==> src/rtl/alu_pkg.sv <==
// Shared ALU definitions: control codes, ALUOp codes and issue-buffer state encoding.
// Also used by the ALU itself, so these values must stay in sync with it.
package alu_pkg;

    localparam logic [3:0] ALU_AND = 4'b0000;
    localparam logic [3:0] ALU_OR  = 4'b0001;
    localparam logic [3:0] ALU_ADD = 4'b0010;
    localparam logic [3:0] ALU_SUB = 4'b0110;

    localparam logic [1:0] ALUOP_MEM    = 2'b00;
    localparam logic [1:0] ALUOP_BRANCH = 2'b01;
    localparam logic [1:0] ALUOP_RTYPE  = 2'b10;
    localparam logic [1:0] ALUOP_RSVD   = 2'b11;

    localparam logic [2:0] F3_ADDSUB = 3'b000;
    localparam logic [2:0] F3_OR     = 3'b110;
    localparam logic [2:0] F3_AND    = 3'b111;

    typedef enum logic [1:0] {
        ST_EMPTY = 2'b00,
        ST_ONE   = 2'b01,
        ST_FULL  = 2'b10
    } issue_state_t;

endpackage

==> src/rtl/alu_ctrl_enc.sv <==
// Combinational ALU control encoder: maps ALUOp/funct3/funct7b5 to a control code.
// Unsupported encodings fall back to ADD and raise illegal.
module alu_ctrl_enc
    import alu_pkg::*;
(
    input  logic [1:0] alu_op,
    input  logic [2:0] funct3,
    input  logic       funct7b5,
    output logic [3:0] alu_ctrl,
    output logic       illegal
);

    always_comb begin
        alu_ctrl = ALU_ADD;
        illegal  = 1'b0;
        case (alu_op)
            ALUOP_MEM:    alu_ctrl = ALU_ADD;
            ALUOP_BRANCH: alu_ctrl = ALU_SUB;
            ALUOP_RTYPE: begin
                case (funct3)
                    F3_ADDSUB: alu_ctrl = funct7b5 ? ALU_SUB : ALU_ADD;
                    F3_AND:    alu_ctrl = ALU_AND;
                    F3_OR:     alu_ctrl = ALU_OR;
                    default:   illegal  = 1'b1;
                endcase
            end
            default: illegal = 1'b1;
        endcase
    end

endmodule

==> src/rtl/alu_issue_stage.sv <==
// ALU issue stage: encodes decoded instructions and buffers them in a 2-entry FIFO
// whose head entry drives the outputs straight from registers.
module alu_issue_stage
    import alu_pkg::*;
#(
    parameter int XLEN = 64
)
(
    input  logic            clk,
    input  logic            reset,
    input  logic            in_valid,
    output logic            in_ready,
    input  logic [1:0]      in_alu_op,
    input  logic [2:0]      in_funct3,
    input  logic            in_funct7b5,
    input  logic            in_alu_src,
    input  logic [XLEN-1:0] in_rs1,
    input  logic [XLEN-1:0] in_rs2,
    input  logic [XLEN-1:0] in_imm,
    input  logic            flush,
    output logic            out_valid,
    input  logic            out_ready,
    output logic [XLEN-1:0] out_in1,
    output logic [XLEN-1:0] out_in2,
    output logic [3:0]      out_alu_ctrl,
    output logic            out_illegal
);

    issue_state_t    state;
    logic [3:0]      enc_ctrl;
    logic            enc_illegal;
    logic [XLEN-1:0] new_in2;
    logic [XLEN-1:0] tail_in1;
    logic [XLEN-1:0] tail_in2;
    logic [3:0]      tail_ctrl;
    logic            tail_illegal;
    logic            push;
    logic            pop;
    logic            load_head;
    logic            load_tail;
    logic            shift_tail;

    alu_ctrl_enc u_enc (
        .alu_op   (in_alu_op),
        .funct3   (in_funct3),
        .funct7b5 (in_funct7b5),
        .alu_ctrl (enc_ctrl),
        .illegal  (enc_illegal)
    );

    assign new_in2 = in_alu_src ? in_imm : in_rs2;
    assign push    = in_valid && in_ready;
    assign pop     = out_valid && out_ready;

    // The head slot is the output register; a new entry goes straight to the head
    // whenever the head is free or being drained this cycle, otherwise to the tail.
    assign load_head  = !flush && push && ((state == ST_EMPTY) || (state == ST_ONE && pop));
    assign load_tail  = !flush && push && (state == ST_ONE) && !pop;
    assign shift_tail = !flush && pop && (state == ST_FULL);

    always_ff @(posedge clk or posedge reset) begin
        if (reset) begin
            state     <= ST_EMPTY;
            in_ready  <= 1'b1;
            out_valid <= 1'b0;
        end else if (flush) begin
            state     <= ST_EMPTY;
            in_ready  <= 1'b1;
            out_valid <= 1'b0;
        end else begin
            case (state)
                ST_EMPTY: begin
                    if (push) begin
                        state     <= ST_ONE;
                        out_valid <= 1'b1;
                    end
                end
                ST_ONE: begin
                    if (push && !pop) begin
                        state    <= ST_FULL;
                        in_ready <= 1'b0;
                    end else if (!push && pop) begin
                        state     <= ST_EMPTY;
                        out_valid <= 1'b0;
                    end
                end
                ST_FULL: begin
                    if (pop) begin
                        state    <= ST_ONE;
                        in_ready <= 1'b1;
                    end
                end
                default: begin
                    state     <= ST_EMPTY;
                    in_ready  <= 1'b1;
                    out_valid <= 1'b0;
                end
            endcase
        end
    end

    always_ff @(posedge clk or posedge reset) begin
        if (reset) begin
            out_in1      <= '0;
            out_in2      <= '0;
            out_alu_ctrl <= ALU_AND;
            out_illegal  <= 1'b0;
            tail_in1     <= '0;
            tail_in2     <= '0;
            tail_ctrl    <= ALU_AND;
            tail_illegal <= 1'b0;
        end else begin
            if (load_head) begin
                out_in1      <= in_rs1;
                out_in2      <= new_in2;
                out_alu_ctrl <= enc_ctrl;
                out_illegal  <= enc_illegal;
            end else if (shift_tail) begin
                out_in1      <= tail_in1;
                out_in2      <= tail_in2;
                out_alu_ctrl <= tail_ctrl;
                out_illegal  <= tail_illegal;
            end
            if (load_tail) begin
                tail_in1     <= in_rs1;
                tail_in2     <= new_in2;
                tail_ctrl    <= enc_ctrl;
                tail_illegal <= enc_illegal;
            end
        end
    end

endmodule
==> config.mk <==
export PLATFORM = sky130hd
export DESIGN_NAME = alu_issue_stage
export DESIGN_NICKNAME = d
export VERILOG_FILES = /design/src/rtl/alu_pkg.sv /design/src/rtl/alu_ctrl_enc.sv /design/src/rtl/alu_issue_stage.sv
export SDC_FILE = /design/constraint.sdc
export NUM_CORES = 1
export LEC_CHECK = 0
export ABC_AREA = 1
export ABC_CLOCK_PERIOD_IN_PS = 23400
export CORE_MARGIN = 1.5
export CORE_UTILIZATION = 54
export DETAILED_ROUTE_END_ITERATION = 16
export GPL_TIMING_DRIVEN = 0
export PLACE_DENSITY = 0.89
export SLEW_MARGIN = 15
export SYNTH_ARGS = -nofsm -noshare
export SYNTH_HDL_FRONTEND = slang
export SYNTH_SLANG_ARGS = --single-unit
==> constraint.sdc <==
create_clock -name clk -period 23.4 [get_ports clk]
set_clock_uncertainty 0.2 [all_clocks]
set_input_delay 4.68 -clock clk [delete_from_list [all_inputs] [get_ports clk]]
set_output_delay 4.68 -clock clk [all_outputs]
set_load 0.02 [all_outputs]
==> flow_summary.ini <==
[placement]
place_inst = 2552
post-dp-hpwl_mm = 29.25
place_ws_ps = 16520
portBuffers = 337
globalplace.congestion = 0.8894

[status]
status = finished clean

[global_route]
overflow = 0
antenna_found_initial = 3
gr-usage-met2_pct = 53.88
gr-usage-all-layers_pct = 30.91
grt.busiest_layer = met2
grtUsageMet1_pct = 38.14
use_met3_pct = 6.052
grt_pass1_vias = 13180
grt_pass1_wl_mm = 64.74
grt_max_degree = 100

[timing]
min_period_over_period_pct = 28.09
setup_violations = 0
hold_viol = 0
relSlewSlack_pct = 56.76
fin_crit_ps = 6572
rsz0062_at_grt = false
maxSlewViolCount = 0
finalSetupTns_ps = 0
finalWorstSetupSlack_ps = 16830
max_freq_mhz = 152.2
tightest_slew_ps = 648.6

[critical_path]
slowest_stage = clkdlybuf4s50_1
ff2ff_path_depth = 7
cp.required_ps = 18520
critical-path-max-stage-delay_ps = 600
r2r_end = out_in2[13]
timing.rr.start = in_ready
arrival_ps = 1690
end_kind = output pin
crit_chain = clkdlybuf4s50_1
worst-path-buf-inv = 1
crit_family = buffers and inverters
path_class = register to output pin
cp-start-kind = register
regToRegSetupSlack_ps = 21120
path_max_fanout = 3

[power_and_ir_drop]
p_sw_uw = 841.6
swShare_pct = 38.07
p_leak_uw = 0.01006
irDropWorstVdd_mv = 0.06504
intPower_uw = 1369
clock_power_share_pct = 21.5
p_comb_share_pct = 42.5
seqPwrFrac_pct = 36.0
p_total_uw = 2210
p_per_area_nw_per_um2 = 119.3

[clock_tree]
clock_latency_ps = 530
clock_path_buffers = 3
htreeDepth = 1
cts_hold_buffers = 0
post_cts_buffers = 0
cts_resized = 0
clkSinkCount = 268
cts_buffers = 28
cts_tree = yes
root_buffer = clkbuf_16
clkSlewWorstSetupHoldPaths_ps = 60

[logic_synthesis]
ys_warn_count = 0
synth_area_per_cell_um2 = 7.255
synthesis.instances = 1883
yosysUniqueCellTypes = 25
ys_ff_latch = 268
ys_seq_area_share_pct = 49.10
netlist_area_um2 = 13660
syn-num-nets = 2092

[layout]
drive_gt1_share_pct = 6.423
final_nets = 2461
syn_to_final_growth_pct = 35.62
fin_cells = 2606

[floorplan]
io-pin-count = 339
fp.coreArea_um2 = 25040
die_h_um = 162.1
chipWidth_um = 162.1
start_util_pct = 54.57
num_rows = 58
dieArea_um2 = 26260

[routing]
viasPerCell = 5.147
drtAntennaViolNets = 0
wire_per_inst_um = 15.47
wl_mm = 40.30
first_pass_iters = 5
first_iter_violations = 1012
vias = 13410
remaining_drc_errors = 0

[worst_hold_path]
hp-class = register to register
holdPathEnd = out_in1[63]
min_from = out_in1[63]
min_path_cells = 2

[run]
maxCapViolations = 0
## synthesized netlist by cell type (all sizes together)
master / number / area share, %
a21oi: 1 / 0.037
a22o: 1 / 0.064
buf: 86 / 4.5
clkbuf: 25 / 0.69
conb: 1 / 0.027
dfrtp: 267 / 49
dfstp: 1 / 0.19
ha: 5 / 0.46
inv: 337 / 9.3
nand2: 741 / 20
nand3: 270 / 9.9
nand4: 1 / 0.046
nor2: 13 / 0.55
o21ai: 134 / 4.9
## routing by layer
metal	up-vias	part of all wire, %
met5	-	0
met4	0	3.2
met3	91	8.2
met2	612	50
met1	6305	39
li1	6404	-
## cell usage in the layout, fill, tap and decap left out, types with 2 or more instances in the layout
| cell | Yosys | final |
|---|---|---|
| nand2_1 | 736 | 736 |
| clkdlybuf4s50_1 | 0 | 337 |
| inv_1 | 332 | 331 |
| nand3_1 | 269 | 269 |
| dfrtp_1 | 267 | 267 |
| o21ai_0 | 68 | 68 |
| o21ai_1 | 66 | 66 |
| buf_2 | 36 | 36 |
| clkbuf_16 | 0 | 29 |
| clkbuf_1 | 25 | 28 |
| buf_4 | 24 | 24 |
| buf_6 | 20 | 20 |
| clkbuf_8 | 0 | 11 |
| nor2_1 | 10 | 10 |
| buf_1 | 6 | 6 |
| inv_2 | 5 | 5 |
| ha_1 | 5 | 5 |
| nand2_2 | 4 | 4 |
| diode_2 | 0 | 3 |
| clkinv_2 | 0 | 3 |
| bufinv_16 | 0 | 3 |
| buf_16 | 0 | 2 |
## power groups by stage
stage	sequential, uW	clock, uW	combinational [uW]
6_report	795	475	940
5_1_grt	814	501	1030
4_1_cts	792	480	942
3_5_place_dp	793	0	931
3_3_place_gp	788	0	898
2_1_floorplan	903	0	419
## layout make-up
cell class	instances	area, um2
timing repair buffer	339	3428
fill	1842	6509
clock inverter	8	121.4
antenna	3	7.507
tap	330	412.9
multi-input combinational	1167	4987
sequential	268	6708
clock buffer	43	888.4
inverter	337	1272
buffer	111	701.9
## kinds of logic (layout without fill, tap and decap cells)
family	after synthesis	in the layout	share of synthesized area, %
fa+ha+maj	5	5	0.4579
other cells	1	4	0.02745
compound gates	136	136	5.010
simple gates	1025	1025	31.01
buf+inv	448	838	14.40
flops	268	268	49.10
## registers in the layout (all words and copies together) (netlist names)
name,cells
in_ready,1
out_valid,1
out_alu_ctrl,3
tail_in1,64
out_illegal,1
tail_ctrl,3
out_in2,64
state,2
tail_illegal,1
out_in1,64
tail_in2,64
## worst reg2reg max path, stage by stage, from the launching register on
cell,delay (ps)
dfstp_2,560
nand2_2,120
nor2_4,460
buf_4,300
buf_2,250
nand3_1,130
nand3_1,110
nand2_1,50
## worst max path at each step
stage               slack [ps]      from  depth (start not counted)         endpoint
finish                   16830  in_ready                          1         in_ready
detailed placement       16520     flush                          9      out_in2[19]
global route             16800  in_ready                          1         in_ready
floorplan                11140     reset                          1  out_alu_ctrl[0]
global placement          8140     reset                          2     tail_in2[16]
CTS                      16810  in_ready                          1         in_ready
## metrics by stage
stage / util [%] / hold slack [ps] / area, um2
global placement: 69.69 / 254.7 / 17450
floorplan: - / 242.2 / 13660
finish: 74.00 / 279.3 / 18530
detailed placement: 69.94 / 259.2 / 17510
global route: 74.00 / 298.8 / 18530
CTS: 73.97 / 279.4 / 18520
Note: power is estimated with default switching activity, not from simulation.
